<file path="src/rtl/fc_classifier.sv">
// Binary fully-connected classifier: accumulates NUM_VEC pooled 4-lane sign vectors
// against a 64-entry signed weight store and reports the higher-scoring class.
module fc_classifier #(
  parameter int unsigned NUM_VEC = 8
) (
  input  logic                clk,
  input  logic                rst,
  input  logic                start,
  input  logic                in_valid,
  input  logic [3:0][7:0]     pooled_pixels,
  input  logic                wt_we,
  input  logic [5:0]          wt_addr,
  input  logic [7:0]          wt_data,
  output logic                busy,
  output logic                done,
  output logic                class_id,
  output logic signed [15:0]  score0,
  output logic signed [15:0]  score1
);

  typedef enum logic [1:0] {
    IDLE,
    ACCUM,
    DECIDE
  } state_t;

  localparam logic [2:0] LAST_IDX = 3'(NUM_VEC - 1);

  state_t              state;
  logic [2:0]          vec_idx;
  logic signed [7:0]   weights [64];
  logic signed [15:0]  sum0;
  logic signed [15:0]  sum1;

  function automatic logic signed [15:0] sext(input logic signed [7:0] w);
    return {{8{w[7]}}, w};
  endfunction

  // Only the lane sign bit selects add/subtract, so 8'h00 behaves like +1.
  always_comb begin
    sum0 = '0;
    sum1 = '0;
    for (int unsigned l = 0; l < 4; l++) begin
      if (pooled_pixels[l][7]) begin
        sum0 = sum0 - sext(weights[{1'b0, vec_idx, l[1:0]}]);
        sum1 = sum1 - sext(weights[{1'b1, vec_idx, l[1:0]}]);
      end else begin
        sum0 = sum0 + sext(weights[{1'b0, vec_idx, l[1:0]}]);
        sum1 = sum1 + sext(weights[{1'b1, vec_idx, l[1:0]}]);
      end
    end
  end

  always_ff @(posedge clk) begin
    if (rst) begin
      for (int unsigned i = 0; i < 64; i++) begin
        weights[i] <= '0;
      end
    end else if (wt_we && state == IDLE) begin
      weights[wt_addr] <= wt_data;
    end
  end

  always_ff @(posedge clk) begin
    if (rst) begin
      state    <= IDLE;
      vec_idx  <= '0;
      score0   <= '0;
      score1   <= '0;
      class_id <= 1'b0;
      done     <= 1'b0;
      busy     <= 1'b0;
    end else begin
      done <= 1'b0;
      case (state)
        IDLE: begin
          if (start) begin
            state   <= ACCUM;
            busy    <= 1'b1;
            vec_idx <= '0;
            score0  <= '0;
            score1  <= '0;
          end
        end
        ACCUM: begin
          if (in_valid) begin
            score0  <= score0 + sum0;
            score1  <= score1 + sum1;
            vec_idx <= vec_idx + 3'd1;
            if (vec_idx == LAST_IDX) begin
              state <= DECIDE;
            end
          end
        end
        DECIDE: begin
          class_id <= (score1 > score0);
          done     <= 1'b1;
          busy     <= 1'b0;
          state    <= IDLE;
        end
        default: begin
          state <= IDLE;
          busy  <= 1'b0;
        end
      endcase
    end
  end

endmodule
</file>
<file path="config.mk">
export PLATFORM = sky130hd
export DESIGN_NAME = fc_classifier
export DESIGN_NICKNAME = d
export VERILOG_FILES = /design/src/rtl/fc_classifier.sv
export SDC_FILE = /design/constraint.sdc
export NUM_CORES = 1
export LEC_CHECK = 0
export ABC_AREA = 1
export BUFFER_PORTS_ARGS = -buffer_cell sky130_fd_sc_hd__clkbuf_2
export CORE_ASPECT_RATIO = 0.75
export CORE_UTILIZATION = 42
export DETAILED_ROUTE_END_ITERATION = 12
export GPL_TIMING_DRIVEN = 0
export HOLD_SLACK_MARGIN = 0.15
export PLACE_DENSITY_LB_ADDON = 0.12
export SYNTH_ARGS = -nofsm -noshare
export SYNTH_HDL_FRONTEND = slang
export SYNTH_SLANG_ARGS = --single-unit
</file>
<file path="constraint.sdc">
create_clock -name clk -period 13.6 [get_ports clk]
set_clock_uncertainty 0.1 [all_clocks]
set_input_delay 1.36 -clock clk [delete_from_list [all_inputs] [get_ports clk]]
set_output_delay 1.36 -clock clk [all_outputs]
set_load 0.02 [all_outputs]
</file>
# Word level (Yosys, flattened, before mapping)
# Memories as Yosys holds them, arrays and structs flattened. A register that Yosys moved wholly into a read port is not among the register bits.
# Index checks and enable logic that the tools add are counted.
[op_classes]
n_addsub = 17
n_eq_ne = 6
bitwise_logic = 1
n_lt_le_gt_ge = 1
reduce_logical = 7
mux = 47
[ops]
columns = ["op", "count"]
rows = [
  ["16-bit two-way mux", 11],
  ["6-bit two-way mux", 17],
  ["16-bit by 8-bit adder with 16-bit output", 6],
  ["16-bit by 8-bit subtractor with 16-bit output", 6],
  ["16-bit case mux with 2 select lines", 2],
  ["16-bit adder", 2],
  ["1-bit by 8-bit subtractor with 9-bit output (first input constant)", 2],
  ["16-bit > comparator", 1],
  ["1-bit two-way mux", 8],
  ["8-bit two-way mux", 1],
  ["8-bit OR reduction", 1],
  ["2-bit two-way mux", 3],
  ["3-bit two-way mux", 2],
  ["2-bit inequality test (second input constant)", 3],
  ["3-bit case mux with 2 select lines", 1],
  ["3-bit AND reduction", 2],
  ["2-bit case mux with 2 select lines", 1],
  ["3-bit by 1-bit adder with 3-bit output (second input constant)", 1],
  ["3-bit equality test (second input constant)", 1],
  ["2-bit by 1-bit equality test with 1-bit output (second input constant)", 1],
  ["2-bit equality test (second input constant)", 1],
  ["2-bit zero test", 1],
  ["1-bit case mux with 2 select lines", 1],
  ["2-bit AND reduction", 1],
  ["other kinds (3)", 3],
]
[word_totals]
word_cells = 87
reg_bits = 40
ram_bits = 512
in_bits = 51
out_inout_bits = 35
mem_count = 1
[mem_list]
columns = ["memory", "words", "width", "rd", "rd_clocked_by_memory_dff", "write_ports", "line", "source"]
rows = [
  ["weights", 64, 8, 8, 8, 64, "31", "logic signed [7:0] weights [64];"],
]

# Depth between registers and ports, before layout
# Gate-level depths: netlist of run 1.
[depth]
ltp_word = 11
depth_mapped = 54
depth_no_buf = 47

# Least setup slack after synthesis of run 1
# No wires, ideal clock.
[synth_timing]
path_type = "register to register"
start = "register (tool-made name)"
end = "register score0[15]"
stages_incl_launch_ff = 52
path_slack_ns = 6.049
n_path_buf = 8
required_time_ns = 13.368
arrival_time_ns = 7.319
setup_ns = 0.132
synth_period_minus_slack_ns = 7.551
cell_sequence = "dfxtp_1 buf_6 inv_4 buf_6 buf_6 buf_6 buf_2 buf_2 buf_2 clkbuf_1 o21ai_0 o221ai_1 o21ai_0 ha_1 nor2_1 xor2_1 inv_1 ha_1 (+16 left out) a21oi_1 o21ai_0 a21o_1 a21oi_1 nor2_1 nor2_1 xnor2_1 ha_1 nand2_1 inv_1 a221oi_1 inv_1 a221oi_1 inv_1 nand3_1 nand3_1 nand3_1 a21oi_1"
[synth_rtl]
columns = ["item", "line", "source"]
rows = [
  ["to (signal assigned)", "87", "score0 <= score0 + sum0;"],
  ["to (decl)", "17", "output logic signed [15:0] score0,"],
]

==> results of run 1 <==
## worst paths after layout
kind                endpoint       from  cells after the start
hold / removal          busy       busy                      2
setup / recovery  score0[15]  flip-flop                     49
setup reg to reg  score0[15]  flip-flop                     49
hold reg to reg         busy       busy                      2
## per-stage QoR
step	power, mW	setup slack (ns)	utilization (%)	instances	area (um2)
6_report	8.066	2.392	47.40	4746	34940
5_1_grt	8.684	1.908	47.40	4746	34940
4_1_cts	7.990	2.904	47.40	4746	34940
3_5_place_dp	6.330	2.972	44.84	4641	33050
3_3_place_gp	6.331	2.998	44.65	4633	32910
2_1_floorplan	5.308	6.049	-	3613	31440
## sequential cells by signal, indices dropped and copies added (netlist names), named ones only
name / count
busy: 1
class_id: 1
done: 1
score0: 16
score1: 16
state: 2
vec_idx: 3
weights: 512
## metal layers
| metal | track usage (%) | vias to the layer above |
|---|---|---|
| met2 | 42.15 | 1712 |
| met4 | 9.547 | 2 |
| met1 | 49.62 | 13220 |
| met3 | 8.285 | 199 |
| met5 | 0.3810 | - |
| li1 | - | 12410 |
## area by class of cell
class                      count  area, um2  share of cell area (%)
clock buffer                  72       1525                   4.366
multi-input combinational   2596      13350                   38.20
buffer                       175      833.3                   2.385
tap                          968       1211                   3.467
clock inverter                33      361.6                   1.035
sequential                   555      16240                   46.47
inverter                     287       1080                   3.091
timing repair buffer          60      342.8                  0.9813
## cell families after synthesis
| family | after synthesis |
|---|---|
| AND/OR/NAND/NOR | 1659 |
| AO/OA/AOI/OAI | 658 |
| flip-flops | 555 |
| buffers and inverters | 462 |
| adder cells (fa/ha/maj) | 152 |
| XOR/XNOR | 124 |
| multiplexers | 3 |
## cells in the final DEF (no fill, tap or decap), types with 59 or more instances in the layout
cell and n:
ha_1 144, o21ai_0 302, a21oi_1 167, inv_1 270, o22ai_1 76, nand2_1 650
clkbuf_1 123, nand3_1 89, nor2_1 849, xor2_1 87, clkbuf_16 59, edfxtp_1 512
## worst register-to-register path: cells and delay by family, from the launching register on
kind                       cells  cell delay [ns]
xor gates and xnor gates       4             0.95
buffers and inverters         11             3.50
adders and majority gates      5             1.71
AOI/OAI and AO/OA             15             3.42
and+or+nand+nor               14             1.17
DFF                            1             0.30
## where the power goes
group	internal (mW)	switching (mW)	total (mW)
registers	1.94	0.0710	2.01
clock network	0.929	0.737	1.67
logic	1.54	2.85	4.39
==> impl_results.html, run 1 <==
<table>
<tr><th>Metric</th><th>Value</th></tr>
<tr><th colspan="2">Logic synthesis</th></tr>
<tr><td>Mapped Cells</td><td>3,613</td></tr>
<tr><td>Synthesized-area fraction occupied by ao, oa, aoi and oai cells</td><td>11.61%</td></tr>
<tr><td>Synth Register Bits</td><td>555</td></tr>
<tr><td>Share of synthesized cell area in full adder, half adder and majority cells</td><td>6.241%</td></tr>
<tr><td>Mapped Nets</td><td>3,816</td></tr>
<tr><td>Portion of the post-synthesis area used by sequential elements</td><td>51.64%</td></tr>
<tr><td>Top_reg_cell synth</td><td>edfxtp_1</td></tr>
<tr><td>Count of warnings emitted by yosys</td><td>0</td></tr>
<tr><td>Top cells by count, synth</td><td>nor2_1, nand2_1, edfxtp_1, o21ai_0, inv_1</td></tr>
<tr><td>Leading cell type by number of instances after synthesis</td><td>nor2_1</td></tr>
<tr><td>Number of enable flip-flop cells after synthesis</td><td>512</td></tr>
<tr><td>FFs w/ async S/R, synth</td><td>0%</td></tr>
<tr><td>Fraction of synthesized cell area in xor and xnor cells</td><td>3.455%</td></tr>
<tr><td>Post-synth top area cell</td><td>edfxtp_1</td></tr>
<tr><td>Ranking of synthesized cells by area</td><td>edfxtp_1, nor2_1, nand2_1</td></tr>
<tr><td>Post-synth top area share</td><td>48.91%</td></tr>
<tr><td>Count of different cell masters after synthesis</td><td>56</td></tr>
<tr><td>Mapped Area</td><td>0.03144 mm2</td></tr>
<tr><td>Average size of a mapped cell</td><td>8.701 um2</td></tr>
<tr><td>Largest family of logic cells by synthesized area</td><td>simple AND/OR/NAND/NOR gates</td></tr>
<tr><td>Multiplexer fraction of the synthesized cell area</td><td>0.2149%</td></tr>
<tr><td>Simple-gate portion of the synthesized area</td><td>20.75%</td></tr>
<tr><th colspan="2">Finish</th></tr>
<tr><td>Share of layout cells above drive strength 1</td><td>6.988%</td></tr>
<tr><td>Net count of the finished layout</td><td>3,936</td></tr>
<tr><td>Relative area change from synthesis to final layout</td><td>11.13%</td></tr>
<tr><td>Count of antenna diodes in the layout</td><td>0</td></tr>
<tr><td>Filler Cells Inserted</td><td>7,157</td></tr>
<tr><th colspan="2">Drt</th></tr>
<tr><td>Via count</td><td>27,540</td></tr>
<tr><td>Post-detailed-route via-to-cell ratio</td><td>5.802</td></tr>
<tr><td>Overall routed net length</td><td>122,700 um</td></tr>
<tr><td>Metal1 wirelength</td><td>55,760 um</td></tr>
<tr><td>Number of search-and-repair iterations in the first detailed-routing pass</td><td>6</td></tr>
<tr><td>Highest signal layer in the routed design</td><td>met5</td></tr>
<tr><td>Met3 Routed Length</td><td>16,660 um</td></tr>
<tr><td>Routed wire length per instance</td><td>25.85 um</td></tr>
<tr><td>Antenna viol nets, final</td><td>0</td></tr>
<tr><td>Number of DRC markers in iteration 0</td><td>4,020</td></tr>
<tr><td>Detailed-route DRC error count</td><td>0</td></tr>
<tr><td>Detail Route met2 WL</td><td>46,310 um</td></tr>
<tr><th colspan="2">Clocking</th></tr>
<tr><td>Deepest clock path buffer count</td><td>3</td></tr>
<tr><td>Buffers inserted by post-CTS timing repair</td><td>0</td></tr>
<tr><td>TritonCTS clock tree</td><td>done</td></tr>
<tr><td>CTS HTree Levels</td><td>2</td></tr>
<tr><td>Clk sink count</td><td>555</td></tr>
<tr><td>CTS Hold Bufs</td><td>0</td></tr>
<tr><td>Clock transition time at the flip-flop clock pins of the worst setup and hold paths</td><td>0.06 ns</td></tr>
<tr><td>Clock tree root driver cell</td><td>clkbuf_16</td></tr>
<tr><td>Number of buffers added by the clock tree synthesis step</td><td>58</td></tr>
<tr><td>Post-cts sizing count</td><td>0</td></tr>
<tr><td>Worst-Skew Late Latency</td><td>0.66 ns</td></tr>
<tr><th colspan="2">STA</th></tr>
<tr><td>RSZ-0062 raised after global routing</td><td>no</td></tr>
<tr><td>Fmax achieved</td><td>89.22 MHz</td></tr>
<tr><td>Number of failing setup endpoints in the final timing report</td><td>0</td></tr>
<tr><td>Final cycle utilization of the critical path</td><td>82.42%</td></tr>
<tr><td>Hold slack final</td><td>0.3642 ns</td></tr>
<tr><td>Final critical path time including I/O delays and setup</td><td>11.21 ns</td></tr>
<tr><td>Max-slew violation count</td><td>0</td></tr>
<tr><td>Worst max-slew margin expressed relative to the limit</td><td>8.977%</td></tr>
<tr><td>Post-route setup TNS</td><td>0 ns</td></tr>
<tr><td>Actual transition at the worst max-transition pin</td><td>1.365 ns</td></tr>
<tr><td>Number of failing hold endpoints at the final stage</td><td>0</td></tr>
<tr><th colspan="2">Worst setup path</th></tr>
<tr><td>Critical path fanouts, max</td><td>10</td></tr>
<tr><td>Peak per-stage delay on the critical path</td><td>0.94 ns</td></tr>
<tr><td>Crit path required time</td><td>14.06 ns</td></tr>
<tr><td>Reg-to-reg setup timing slack</td><td>2.39 ns</td></tr>
<tr><td>Arrival @ worst endpoint</td><td>11.67 ns</td></tr>
<tr><td>CP max stage cell</td><td>clkbuf_1</td></tr>
<tr><td>Critical path endpoint category</td><td>flip-flop</td></tr>
<tr><td>Classification of the worst setup path</td><td>reg -&gt; reg</td></tr>
<tr><td>Startpoint kind of the worst setup timing path</td><td>flip-flop</td></tr>
<tr><td>Dominant cell type by count on the critical path</td><td>nand2_1</td></tr>
<tr><td>Worst path buffer plus inverter count</td><td>11</td></tr>
<tr><td>Cell class contributing the biggest share of worst-path delay</td><td>buffers and inverters</td></tr>
<tr><th colspan="2">GRT</th></tr>
<tr><td>First-pass GRT wire length</td><td>172,900 um</td></tr>
<tr><td>Pin count of the biggest net entering global routing</td><td>16</td></tr>
<tr><td>Total congestion overflow after global routing</td><td>0</td></tr>
<tr><td>Overall fraction of global-route tracks in use</td><td>31.85%</td></tr>
<tr><td>Via count of the first global-routing pass</td><td>24,440</td></tr>
<tr><td>Initial antenna violation count</td><td>1</td></tr>
<tr><th colspan="2">Worst hold path</th></tr>
<tr><td>Classification of the worst-slack hold path</td><td>reg -&gt; reg</td></tr>
<tr><th colspan="2">Die</th></tr>
<tr><td>Die Width</td><td>317.9 um</td></tr>
<tr><td>Placeable Area</td><td>0.07371 mm2</td></tr>
<tr><td>Number of rows created at floorplan</td><td>86</td></tr>
<tr><td>Die area</td><td>0.07596 mm2</td></tr>
<tr><td>Overall die height</td><td>238.9 um</td></tr>
<tr><td>Starting Density</td><td>42.65%</td></tr>
<tr><td>Number of top-level pins</td><td>86</td></tr>
<tr><th colspan="2">Placement</th></tr>
<tr><td>IO buf count</td><td>52</td></tr>
<tr><td>Global placer's final weighted congestion</td><td>0.9562</td></tr>
<tr><td>Detailed-placement wirelength estimate</td><td>89,360 um</td></tr>
<tr><th colspan="2">Pwr</th></tr>
<tr><td>Max IR drop VDD</td><td>0.1690 mV</td></tr>
<tr><td>Power per cell area</td><td>230.9 mW/mm2</td></tr>
<tr><td>Leakage dissipation</td><td>15.09 nW</td></tr>
<tr><th colspan="2">Run status</th></tr>
<tr><td>Status</td><td>complete, no violations</td></tr>
<tr><th colspan="2">Flow run</th></tr>
<tr><td>Maximum capacitance violations</td><td>0</td></tr>
</table>
(Power assumes the default switching activity.)
==> run 2: changes to the inputs <==
==> constraint.sdc (replaced) <==
create_clock -name clk -period 9.25 [get_ports clk]
set_clock_uncertainty 0.1 [all_clocks]
set_input_delay 0.925 -clock clk [delete_from_list [all_inputs] [get_ports clk]]
set_output_delay 0.925 -clock clk [all_outputs]
set_load 0.02 [all_outputs]
==> run 2 against run 1 <==
Final cell count decreased by 0.15%. Cell area increased by 0.63%. Clock power up 47%. Fmax rose by 28%. Core utilization grew 0.30 points. Sequential share of layout area decreased by 0.29 points. Hold slack about the same. Highest routed layer unchanged.
==> impl_results.html, run 2 (synthesized netlist as in run 1, its figures left out) <==
<table>
<tr><th>Metric</th><th>Value</th></tr>
<tr><th colspan="2">Clocking</th></tr>
<tr><td>Deepest clock path buffer count</td><td>3 (unchanged)</td></tr>
<tr><td>Clock tree root driver cell</td><td>clkbuf_16</td></tr>
<tr><td>Clk sink count</td><td>555 (unchanged)</td></tr>
<tr><td>CTS HTree Levels</td><td>2 (unchanged)</td></tr>
<tr><td>Clock transition time at the flip-flop clock pins of the worst setup and hold paths</td><td>0.06 ns (about the same)</td></tr>
<tr><td>TritonCTS clock tree</td><td>done</td></tr>
<tr><td>CTS Hold Bufs</td><td>0 (unchanged)</td></tr>
<tr><td>Worst-Skew Late Latency</td><td>0.66 ns (about the same)</td></tr>
<tr><td>Number of buffers added by the clock tree synthesis step</td><td>58 (unchanged)</td></tr>
<tr><th colspan="2">STA</th></tr>
<tr><td>Worst max-slew margin expressed relative to the limit</td><td>10.49% (+1.5 points)</td></tr>
<tr><td>Final critical path time including I/O delays and setup</td><td>8.728 ns (-2.480 ns)</td></tr>
<tr><td>Hold slack final</td><td>0.3638 ns (-0.0004100 ns)</td></tr>
<tr><td>Fmax achieved</td><td>114.6 MHz (+28%)</td></tr>
<tr><td>Number of failing setup endpoints in the final timing report</td><td>0 (unchanged)</td></tr>
<tr><td>Post-route setup TNS</td><td>0 ns (unchanged)</td></tr>
<tr><td>Final cycle utilization of the critical path</td><td>94.36% (+12 points)</td></tr>
<tr><td>Actual transition at the worst max-transition pin</td><td>1.343 ns (-0.02275 ns)</td></tr>
<tr><td>Number of failing hold endpoints at the final stage</td><td>0 (unchanged)</td></tr>
<tr><td>Max-slew violation count</td><td>0 (unchanged)</td></tr>
<tr><th colspan="2">Finish</th></tr>
<tr><td>Share of layout cells above drive strength 1</td><td>7.982% (+0.99 points)</td></tr>
<tr><td>Count of antenna diodes in the layout</td><td>0 (unchanged)</td></tr>
<tr><td>Relative area change from synthesis to final layout</td><td>11.83%</td></tr>
<tr><td>Largest register FFs</td><td>512 (unchanged)</td></tr>
<tr><td>Net count of the finished layout</td><td>3,929 (-0.18%)</td></tr>
<tr><td>Biggest registers after layout</td><td>weights (512), score0 (16), score1 (16)</td></tr>
<tr><td>Register ranked first by flip-flop count</td><td>weights</td></tr>
<tr><td>Most frequent standard cell in the layout excluding fill and tap cells</td><td>nor2_1</td></tr>
<tr><td>Commonest non-fill, non-tap cells in the layout</td><td>nor2_1, nand2_1, edfxtp_1</td></tr>
<tr><td>Non-filler instance count after layout</td><td>4,739 (-0.15%)</td></tr>
<tr><th colspan="2">Pwr</th></tr>
<tr><td>NetSw</td><td>5.431 mW (+49%)</td></tr>
<tr><td>Max IR drop VDD</td><td>0.2500 mV (+48%)</td></tr>
<tr><td>Internal power of the cells</td><td>6.534 mW (+48%)</td></tr>
<tr><td>Power per cell area</td><td>340.3 mW/mm2 (+47%)</td></tr>
<tr><td>Combinational power share</td><td>54.8% (+0.4 points)</td></tr>
<tr><td>Register share of total power</td><td>24.8% (-0.2 points)</td></tr>
<tr><td>Switching share of power</td><td>45.39% (+0.090 points)</td></tr>
<tr><td>Total chip power</td><td>11.96 mW (+48%)</td></tr>
<tr><td>Clock Power Share</td><td>20.5% (about the same)</td></tr>
<tr><td>Leakage dissipation</td><td>15.21 nW (+0.76%)</td></tr>
<tr><th colspan="2">Worst setup path</th></tr>
<tr><td>Critical path fanouts, max</td><td>23 (+13)</td></tr>
<tr><td>CP max stage cell</td><td>clkbuf_2</td></tr>
<tr><td>Startpoint kind of the worst setup timing path</td><td>flip-flop</td></tr>
<tr><td>Crit path required time</td><td>9.71 ns (-4.35 ns)</td></tr>
<tr><td>Critical path endpoint category</td><td>flip-flop</td></tr>
<tr><td>Arrival @ worst endpoint</td><td>9.19 ns (-2.48 ns)</td></tr>
<tr><td>Classification of the worst setup path</td><td>reg -&gt; reg</td></tr>
<tr><td>Peak per-stage delay on the critical path</td><td>0.43 ns (-0.51 ns)</td></tr>
<tr><td>Dominant cell type by count on the critical path</td><td>nand2_1</td></tr>
<tr><th colspan="2">Drt</th></tr>
<tr><td>Number of DRC markers in iteration 0</td><td>3,997 (-0.57%)</td></tr>
<tr><td>Detailed-route DRC error count</td><td>0 (unchanged)</td></tr>
<tr><td>Routed wire length per instance</td><td>25.90 um (+0.19%)</td></tr>
<tr><td>Number of search-and-repair iterations in the first detailed-routing pass</td><td>6 (unchanged)</td></tr>
<tr><td>Via count</td><td>27,370 (-0.60%)</td></tr>
<tr><td>Post-detailed-route via-to-cell ratio</td><td>5.776 (-0.45%)</td></tr>
<tr><td>Antenna viol nets, final</td><td>0 (unchanged)</td></tr>
<tr><td>Overall routed net length</td><td>122,700 um (about the same)</td></tr>
<tr><th colspan="2">Die</th></tr>
<tr><td>Placeable Area</td><td>0.07371 mm2 (unchanged)</td></tr>
<tr><td>Number of top-level pins</td><td>86 (unchanged)</td></tr>
<tr><td>Starting Density</td><td>42.65% (unchanged)</td></tr>
<tr><td>Die Width</td><td>317.9 um (unchanged)</td></tr>
<tr><td>Number of rows created at floorplan</td><td>86 (unchanged)</td></tr>
<tr><td>Die area</td><td>0.07596 mm2 (unchanged)</td></tr>
<tr><td>Overall die height</td><td>238.9 um (unchanged)</td></tr>
<tr><th colspan="2">GRT</th></tr>
<tr><td>GR Layer Usage met2</td><td>42.49% (+0.34 points)</td></tr>
<tr><td>First-pass GRT wire length</td><td>172,800 um (about the same)</td></tr>
<tr><td>Via count of the first global-routing pass</td><td>24,440 (unchanged)</td></tr>
<tr><td>Initial antenna violation count</td><td>2 (+1)</td></tr>
<tr><td>Overall fraction of global-route tracks in use</td><td>31.81% (-0.045 points)</td></tr>
<tr><td>GR Util met1</td><td>49.57% (about the same)</td></tr>
<tr><td>Met3 layer usage reported by global route</td><td>8.175% (-0.11 points)</td></tr>
<tr><td>GRT busiest layer</td><td>met1</td></tr>
<tr><td>Pin count of the biggest net entering global routing</td><td>29 (+13)</td></tr>
<tr><td>Total congestion overflow after global routing</td><td>0 (unchanged)</td></tr>
<tr><th colspan="2">Placement</th></tr>
<tr><td>Number of cells in the design after placement</td><td>4,641 (unchanged)</td></tr>
<tr><td>Detailed-placement wirelength estimate</td><td>89,360 um (unchanged)</td></tr>
<tr><td>Global placer's final weighted congestion</td><td>0.9562 (unchanged)</td></tr>
<tr><td>IO buf count</td><td>52 (unchanged)</td></tr>
<tr><th colspan="2">Worst hold path</th></tr>
<tr><td>Classification of the worst-slack hold path</td><td>reg -&gt; reg</td></tr>
<tr><td>Launch point of the worst hold path</td><td>busy</td></tr>
<tr><th colspan="2">Flow run</th></tr>
<tr><td>Maximum capacitance violations</td><td>0 (unchanged)</td></tr>
<tr><th colspan="2">Run status</th></tr>
<tr><td>Status</td><td>complete, no violations</td></tr>
</table>
[run 2: cell count changes in the layout (fill, tap and decap cells not counted), sizes merged]
cell,change
buf,-5
clkbuf,-2
[run 2: what timing repair did]
| action | in CTS | in global routing |
|---|---|---|
| gates resized for setup | 26 | 81 |
| gates cloned | 0 | 1 |
| pin swaps | 2 | 6 |
| setup endpoints to repair | 8 | 7 |
| buffers inserted | 0 | 0 |
[run 2: area by class of cell]
class | instances | area (um2)
Buffer | 167 | 924.6
Clock buffer | 72 | 1525
Clock inverter | 33 | 361.6
Fill cell | 7138 | 38550
Inverter | 287 | 1082
Multi-Input combinational cell | 2596 | 13450
Sequential cell | 555 | 16240
Tap cell | 968 | 1211
Timing Repair Buffer | 61 | 367.9
[run 2: worst max-delay path, delay by kind of cell (launching register included)]
family / cells / cell delay [ns]
compound gates: 16 / 2.99
buf+inv: 9 / 1.73
fa+ha+maj: 5 / 1.59
simple gates: 12 / 1.01
xor+xnor: 4 / 0.85
flops: 1 / 0.30
[run 2: metal layers]
layer  vias to the layer above  wire length, um  share of wire, %
li1                      12390                -                 -
met1                     13200            56470                46
met2                      1597            46640                38
met3                       181            16050                13
met4                         2             3522               2.9
met5                         -               40             0.033
[run 2: metrics by stage]
step | utilization [%] | cell area [um2] | setup WS, ns
after floorplan | - | 31440 | 1.699
after global placement | 44.65 | 32910 | -1.352
after detailed placement | 44.84 | 33050 | -1.378
after CTS | 47.45 | 34980 | 0.004044
after global routing | 47.70 | 35160 | -0.0002638
final | 47.70 | 35160 | 0.5219
[run 2: path summary, 6_finish.rpt]
kind	end	slack (ns)	cells after the start
max	score0[15]	0.52	46
max reg2reg	score0[15]	0.52	46
min	busy	0.36	2
min reg2reg	busy	0.36	2
[run 2: power by group through the flow]
stage | Sequential, mW | Combinational [mW] | Clock [mW]
4_1_cts | 2.96 | 6.38 | 2.44
6_report | 2.96 | 6.55 | 2.45
2_1_floorplan | 3.02 | 4.78 | 0
3_5_place_dp | 3.01 | 6.30 | 0
3_3_place_gp | 3.01 | 6.30 | 0
5_1_grt | 2.97 | 7.38 | 2.52
